### src/rtl/vc_plane_receiver_pkg.sv
// Shared constants and flit types for the VC plane receiver, plane controller and router ports.
package vc_plane_receiver_pkg;

    localparam int unsigned VC_N       = 4;
    localparam int unsigned FLIT_W     = 32;
    localparam int unsigned FIFO_DEPTH = 4;
    localparam int unsigned VC_IDX_W   = $clog2(VC_N);
    localparam int unsigned SEL_W      = VC_N + 1;
    localparam int unsigned OCC_W      = $clog2(FIFO_DEPTH) + 1;

    typedef logic [FLIT_W-1:0]   flit_t;
    typedef logic [VC_IDX_W-1:0] vc_idx_t;

endpackage

### src/rtl/vc_plane_receiver_if.sv
// Flit ingress/egress handshake bundle between a router port and the VC plane receiver.
interface vc_plane_receiver_if
    import vc_plane_receiver_pkg::*;
#(
    parameter int unsigned VC         = VC_N,
    parameter int unsigned DATA_WIDTH = FLIT_W
);
    localparam int unsigned VCW = $clog2(VC);

    logic [DATA_WIDTH-1:0] inData;
    logic [VCW-1:0]        inVC;
    logic                  inValid;
    logic                  inReady;
    logic [DATA_WIDTH-1:0] outData;
    logic [VCW-1:0]        outVC;
    logic                  outValid;
    logic                  outReady;

    modport master (
        output inData, inVC, inValid, outReady,
        input  inReady, outData, outVC, outValid
    );

    modport slave (
        input  inData, inVC, inValid, outReady,
        output inReady, outData, outVC, outValid
    );

endinterface

### src/rtl/vc_plane_fifo.sv
// One VC plane's flit FIFO with occupancy count; storage is not reset.
module vc_plane_fifo
    import vc_plane_receiver_pkg::*;
#(
    parameter int unsigned DATA_WIDTH = FLIT_W,
    parameter int unsigned DEPTH      = FIFO_DEPTH
) (
    input  logic                        clk,
    input  logic                        rst_n,
    input  logic                        i_push,
    input  logic                        i_pop,
    input  logic [DATA_WIDTH-1:0]       i_data,
    output logic [DATA_WIDTH-1:0]       o_data,
    output logic                        o_full,
    output logic                        o_empty,
    output logic [$clog2(DEPTH):0]      o_count
);
    localparam int unsigned AW = $clog2(DEPTH);
    localparam int unsigned CW = AW + 1;

    logic [DATA_WIDTH-1:0] r_mem [DEPTH];
    logic [AW-1:0]         r_wr_ptr;
    logic [AW-1:0]         r_rd_ptr;
    logic [CW-1:0]         r_count;
    logic                  w_push;
    logic                  w_pop;

    assign o_full  = (r_count == CW'(DEPTH));
    assign o_empty = (r_count == '0);
    assign o_count = r_count;
    assign o_data  = r_mem[r_rd_ptr];

    // Full FIFO never accepts, even when it pops in the same cycle.
    assign w_push = i_push && !o_full;
    assign w_pop  = i_pop && !o_empty;

    always_ff @(posedge clk) begin
        if (w_push) begin
            r_mem[r_wr_ptr] <= i_data;
        end
    end

    always_ff @(posedge clk or negedge rst_n) begin
        if (!rst_n) begin
            r_wr_ptr <= '0;
            r_rd_ptr <= '0;
            r_count  <= '0;
        end else begin
            if (w_push) begin
                r_wr_ptr <= r_wr_ptr + 1'b1;
            end
            if (w_pop) begin
                r_rd_ptr <= r_rd_ptr + 1'b1;
            end
            case ({w_push, w_pop})
                2'b10:   r_count <= r_count + 1'b1;
                2'b01:   r_count <= r_count - 1'b1;
                default: r_count <= r_count;
            endcase
        end
    end

endmodule

### src/rtl/vc_plane_receiver.sv
// Per-VC-plane flit buffering with selector-driven egress and selector sequence checking.
module vc_plane_receiver
    import vc_plane_receiver_pkg::*;
#(
    parameter int unsigned VC         = VC_N,
    parameter int unsigned DATA_WIDTH = FLIT_W,
    parameter int unsigned DEPTH      = FIFO_DEPTH
) (
    input  logic                                 clk,
    input  logic                                 rst,
    input  logic [VC:0]                          VCPlaneSelector,
    vc_plane_receiver_if.slave                   bus,
    output logic [VC*($clog2(DEPTH)+1)-1:0]      occupancy,
    output logic                                 seqError
);
    localparam int unsigned VCW = $clog2(VC);
    localparam int unsigned SW  = VC + 1;
    localparam int unsigned CW  = $clog2(DEPTH) + 1;

    logic [1:0]            r_rst_sync;
    logic                  w_rst_n;
    logic [VC-1:0]         w_full;
    logic [VC-1:0]         w_empty;
    logic [VC-1:0]         w_push;
    logic [VC-1:0]         w_pop;
    logic [DATA_WIDTH-1:0] w_head [VC];
    logic                  w_sel_ok;
    logic [VCW-1:0]        w_sel_idx;
    logic [SW-1:0]         r_prev_sel;
    logic                  r_prev_vld;
    logic                  r_seq_err;
    logic [SW-1:0]         w_prev_inc;
    logic                  w_seq_bad;

    // Assert immediately, release two edges later so all state leaves reset together.
    always_ff @(posedge clk or negedge rst) begin
        if (!rst) begin
            r_rst_sync <= '0;
        end else begin
            r_rst_sync <= {r_rst_sync[0], 1'b1};
        end
    end
    assign w_rst_n = r_rst_sync[1];

    for (genvar p = 0; p < VC; p++) begin : g_plane
        assign w_push[p] = bus.inValid && bus.inReady && (bus.inVC == VCW'(p));
        assign w_pop[p]  = bus.outValid && bus.outReady && (VCPlaneSelector == SW'(p));

        vc_plane_fifo #(
            .DATA_WIDTH (DATA_WIDTH),
            .DEPTH      (DEPTH)
        ) u_fifo (
            .clk     (clk),
            .rst_n   (w_rst_n),
            .i_push  (w_push[p]),
            .i_pop   (w_pop[p]),
            .i_data  (bus.inData),
            .o_data  (w_head[p]),
            .o_full  (w_full[p]),
            .o_empty (w_empty[p]),
            .o_count (occupancy[p*CW +: CW])
        );
    end

    assign bus.inReady = !w_full[bus.inVC];

    assign w_sel_ok     = (VCPlaneSelector < SW'(VC));
    assign w_sel_idx    = VCW'(VCPlaneSelector);
    assign bus.outValid = w_sel_ok && !w_empty[w_sel_idx];
    assign bus.outData  = w_head[w_sel_idx];
    assign bus.outVC    = w_sel_idx;

    // Legal selector moves: hold, or advance by one with wrap at VC.
    assign w_prev_inc = (r_prev_sel == SW'(VC - 1)) ? '0 : r_prev_sel + 1'b1;
    assign w_seq_bad  = !w_sel_ok
                     || (r_prev_vld && (VCPlaneSelector != r_prev_sel)
                                    && (VCPlaneSelector != w_prev_inc));

    always_ff @(posedge clk or negedge w_rst_n) begin
        if (!w_rst_n) begin
            r_prev_sel <= '0;
            r_prev_vld <= 1'b0;
            r_seq_err  <= 1'b0;
        end else begin
            r_prev_sel <= VCPlaneSelector;
            r_prev_vld <= 1'b1;
            if (w_seq_bad) begin
                r_seq_err <= 1'b1;
            end
        end
    end

    assign seqError = r_seq_err;

endmodule

### src/flat_wrapper.sv
// flat-port wrapper written by rule: the top's interface ports become plain ports
module vc_plane_receiver_flat import vc_plane_receiver_pkg::*;
#(
    parameter int unsigned VC         = VC_N,
    parameter int unsigned DATA_WIDTH = FLIT_W,
    parameter int unsigned DEPTH      = FIFO_DEPTH
)
  (clk, rst, VCPlaneSelector, occupancy, seqError, bus_inData, bus_inVC, bus_inValid, bus_outReady, bus_inReady, bus_outData, bus_outVC, bus_outValid);
  vc_plane_receiver_if #(.VC(VC), .DATA_WIDTH(DATA_WIDTH)) bus_i ();
  input  logic clk;
  input  logic rst;
  input  logic [VC:0] VCPlaneSelector;
  output logic [VC*($clog2(DEPTH)+1)-1:0] occupancy;
  output logic seqError;
  input wire logic [$bits(bus_i.inData)-1:0] bus_inData;
  input wire logic [$bits(bus_i.inVC)-1:0] bus_inVC;
  input wire logic [$bits(bus_i.inValid)-1:0] bus_inValid;
  input wire logic [$bits(bus_i.outReady)-1:0] bus_outReady;
  output wire logic [$bits(bus_i.inReady)-1:0] bus_inReady;
  output wire logic [$bits(bus_i.outData)-1:0] bus_outData;
  output wire logic [$bits(bus_i.outVC)-1:0] bus_outVC;
  output wire logic [$bits(bus_i.outValid)-1:0] bus_outValid;
  assign bus_i.inData = bus_inData;
  assign bus_i.inVC = bus_inVC;
  assign bus_i.inValid = bus_inValid;
  assign bus_i.outReady = bus_outReady;
  assign bus_inReady = bus_i.inReady;
  assign bus_outData = bus_i.outData;
  assign bus_outVC = bus_i.outVC;
  assign bus_outValid = bus_i.outValid;
  vc_plane_receiver #(.VC(VC), .DATA_WIDTH(DATA_WIDTH), .DEPTH(DEPTH)) u_core (.clk(clk), .rst(rst), .VCPlaneSelector(VCPlaneSelector), .bus(bus_i), .occupancy(occupancy), .seqError(seqError));
endmodule
### config.mk
export PLATFORM = sky130hd
export DESIGN_NAME = vc_plane_receiver_flat
export DESIGN_NICKNAME = d
export VERILOG_FILES = /design/src/rtl/vc_plane_receiver_pkg.sv /design/src/rtl/vc_plane_receiver_if.sv /design/src/rtl/vc_plane_fifo.sv /design/src/rtl/vc_plane_receiver.sv /design/src/flat_wrapper.sv
export SDC_FILE = /design/constraint.sdc
export NUM_CORES = 1
export LEC_CHECK = 0
export CAP_MARGIN = 40
export CORE_MARGIN = 4
export CORE_UTILIZATION = 40
export CTS_CLUSTER_DIAMETER = 40
export DETAILED_ROUTE_END_ITERATION = 10
export PLACE_DENSITY = 0.59
export SETUP_SLACK_MARGIN = 0.05
export SLEW_MARGIN = 20
export SYNTH_ARGS = -nofsm -noshare
export SYNTH_HDL_FRONTEND = slang
export SYNTH_SLANG_ARGS = --single-unit
### constraint.sdc
create_clock -name clk -period 2.11 [get_ports clk]
set_clock_uncertainty 0.1 [all_clocks]
set_input_delay 0.422 -clock clk [delete_from_list [all_inputs] [get_ports clk]]
set_output_delay 0.422 -clock clk [all_outputs]
set_load 0.005 [all_outputs]
==> results.json, run 1 <==
{
  "whs_ps": 152,
  "run_status": "complete, but fails checks",
  "layout-drive-gt1-share_pct": 43.9,
  "post_drt_wl_per_cell_um": 25.8,
  "worst_ir_drop_vdd_mv": 0.538,
  "p_per_area_nw_per_um2": 1260,
  "pre_cts_ws_ps": -824,
  "syn_area_per_cell_um2": 23.8,
  "cts_root_buf": "clkbuf_16",
  "fin_setup_tns_ps": -31090,
  "gp_congestion": 0.739,
  "clock-sinks": 549,
  "synth_common_cells": "edfxtp_1, mux4_2, mux4_1, dfrtp_1, inv_1",
  "yosysSeqAreaShare_pct": 74.8,
  "cp_slowest_cell": "mux4_2",
  "ios": 92,
  "finalCritPeriodShare_pct": 147,
  "worstPathCellList": "buf_6 -> buf_12 -> mux4_2 -> mux4_2 -> buf_6",
  "layout.nets": 1291,
  "grt_pass1_vias": 11278,
  "ys.warnings.count": 0,
  "dr_wl_met3_um": 2270,
  "die_x_um": 241,
  "drt_iter0_drc": 1094,
  "switchingPower_uw": 9290,
  "first_pass_iters": 5,
  "dpl.hpwl_um": 30100,
  "grt_overflow_total": 0,
  "fp.dieH_um": 241,
  "worst_pin_slew_ps": 588,
  "critPathKind": "reg2out",
  "drc": 0,
  "grt_start_max_net_pins": 36,
  "core_um2": 53900,
  "timing.final.ws_setup_ps": -996,
  "grt_antenna_before_repair": 1,
  "ys_ff_latch": 549,
  "rsz0062_at_grt": "true",
  "port_buffers": 91,
  "clock_latency_ps": 590,
  "top_layer": "met5",
  "dr_wl_met2_um": 26200,
  "violations": "setup timing",
  "ys_types": 38,
  "max_cap_viol_count": 0,
  "hold_path.class": "in2reg",
  "synth-async-reset-ratio_pct": 6.74,
  "grt_pass1_wl_um": 75500,
  "hold_viol_final": 0,
  "yosys-top-cells-area": "edfxtp_1, mux4_1, mux4_2, dfrtp_1, ha_1",
  "p_comb_share_pct": 26.5,
  "dpl_cell_area_um2": 24500,
  "clkPwrFrac_pct": 35.8,
  "vias": 10458,
  "ant_nets": 0,
  "crit_path_end_kind": "primary output",
  "leakagePower_uw": 0.00947,
  "finalCriticalPeriod_ps": 3110,
  "syn_area_um2": 21800,
  "clk_pin_slew_ps": 50,
  "maxSlewHeadroom_pct": 60.7,
  "grtUsageTotal_pct": 18.0,
  "cts_tree": "done",
  "fmax_ghz": 0.322,
  "viasPerCell": 5.28,
  "worstPathArrival_ps": 2580,
  "syn-instance-count": 915,
  "initial_core_util_pct": 40.4,
  "cts_buffers": 79,
  "worstPathRequired_ps": 1590,
  "post-synth-top-count-cell": "edfxtp_1",
  "area_growth_pct": 28.4,
  "pwr-share-seq_pct": 37.6,
  "synth-edff-count": 512,
  "die_area_um2": 58300,
  "htree_levels": 3,
  "final_design_area_no_fill_um2": 28000,
  "p_int_uw": 26000,
  "start_kind": "flop",
  "drt-met1-wl_um": 21600,
  "drv_slew": 0,
  "synth_flop_cell": "edfxtp_1",
  "crit_path_max_incr_delay_ps": 540,
  "finalSetupViolCount": 34,
  "rows": 85,
  "cp_max_fo": 5,
  "switching_share_pct": 26.3,
  "clockBufferDepth": 3,
  "synth_top_area_share_pct": 70.6,
  "synth_largest_area_cell": "edfxtp_1",
  "drt-total-wl_um": 51000
}
metrics by stage:
stage	cells	total power (uW)	util (%)
2_1_floorplan	916	17900	-
3_3_place_gp	1769	21300	45.5
3_5_place_dp	1769	21400	45.5
4_1_cts	1974	35400	51.5
5_1_grt	1979	36800	51.9
6_report	1980	35300	51.9
placed cells by master (no fill, tap or decap), types with 5 or more instances in the layout:
master and instances:
and2_2 16, clkdlybuf4s15_1 5, dfrtp_1 27, mux4_1 10
inv_6 10, clkinv_2 10, buf_12 62, clkbuf_16 81
xnor2_1 17, inv_1 12, edfxtp_1 512, clkinvlp_4 10
nand2_1 11, clkdlybuf4s50_1 39, buf_4 76, dlygate4sd2_1 5
bufinv_16 5, ha_1 17, o21ai_0 6, inv_2 11
xor2_1 15, buf_2 22, mux4_2 151, buf_6 54
dfrtp_2 9, clkinv_1 9
sequential cells by signal, indices dropped and copies added (netlist names):
signal / cells
u_core.g_plane.u_fifo.r_mem: 512
u_core.r_prev_sel: 5
u_core.seqError: 1
u_core.g_plane.u_fifo.r_rd_ptr: 8
u_core.r_rst_sync: 2
u_core.g_plane.u_fifo.r_wr_ptr: 8
u_core.r_prev_vld: 1
u_core.g_plane.u_fifo.o_count: 12
power groups by stage:
| stage | combinational, uW | sequential [uW] | clock [uW] |
|---|---|---|---|
| 3_5_place_dp | 7970 | 13400 | 0 |
| 4_1_cts | 9300 | 13200 | 12900 |
| 2_1_floorplan | 4640 | 13200 | 0 |
| 5_1_grt | 9990 | 13300 | 13500 |
| 3_3_place_gp | 7910 | 13400 | 0 |
| 6_report | 9350 | 13300 | 12600 |
worst max-delay path, delay by kind of cell (launching register included):
kind,cells,cell delay [ps]
flops,1,470
buf+inv,3,480
mux,2,1040
layer usage:
| metal | vias up | track usage, % |
|---|---|---|
| met5 | - | 0 |
| met4 | 2 | 4.24 |
| met3 | 69 | 3.86 |
| met2 | 249 | 30.8 |
| met1 | 5666 | 23.9 |
| li1 | 4472 | - |
cell families (layout without fill, tap and decap cells):
logic type / count (synthesis) / count (layout) / share of synthesized area, %
compound gates: 17 / 17 / 0.477
mux: 164 / 164 / 18.2
xor+xnor: 32 / 32 / 1.29
simple gates: 57 / 57 / 1.46
flops: 549 / 549 / 74.8
other cells: 1 / 3 / 0.0172
fa+ha+maj: 25 / 25 / 1.57
buf+inv: 70 / 437 / 2.20
timing repair:
item	CTS	global route
hold buffers	1	0
setup endpoints to repair	52	43
gates resized for setup	239	51
hold endpoints to repair	2	0
gates cloned	4	0
pin swaps	15	19
buffers inserted	60	8
cell type report:
cell class	instances	area (um^2)
timing repair buffer	272	3170
clock inverter	56	542
clock buffer	85	2040
sequential	549	16300
multi-input combinational	297	4940
tap	696	871
inverter	24	92.6
fill	4156	25900
antenna	1	2.50
worst paths after layout:
| check | slack, ps | from | endpoint | cells after the start |
|---|---|---|---|---|
| hold / removal | 150 | VCPlaneSelector[3] | u_core.r_prev_sel[3] | 2 |
| setup reg to reg | 100 | u_core.g_plane[3].u_fifo.o_count[0] | u_core.g_plane[3].u_fifo.o_count[2] | 10 |
| min in group asynchronous | 190 | u_core.r_rst_sync[1] | u_core.g_plane[1].u_fifo.o_count[0] | 1 |
| setup / recovery | -1000 | u_core.g_plane[1].u_fifo.r_rd_ptr[0] | bus_outData[14] | 5 |
| hold reg to reg | 190 | u_core.r_rst_sync[1] | u_core.g_plane[1].u_fifo.o_count[0] | 1 |
| max in group asynchronous | 1300 | u_core.r_rst_sync[1] | u_core.g_plane[0].u_fifo.r_rd_ptr[0] | 1 |
(Power assumes the default switching activity.)
==> run 2: changes to the inputs <==
SLEW_MARGIN = not set   (was 20)
==> results of run 2 <==
The final DEF is identical to that of run 1; final timing and power are the same.
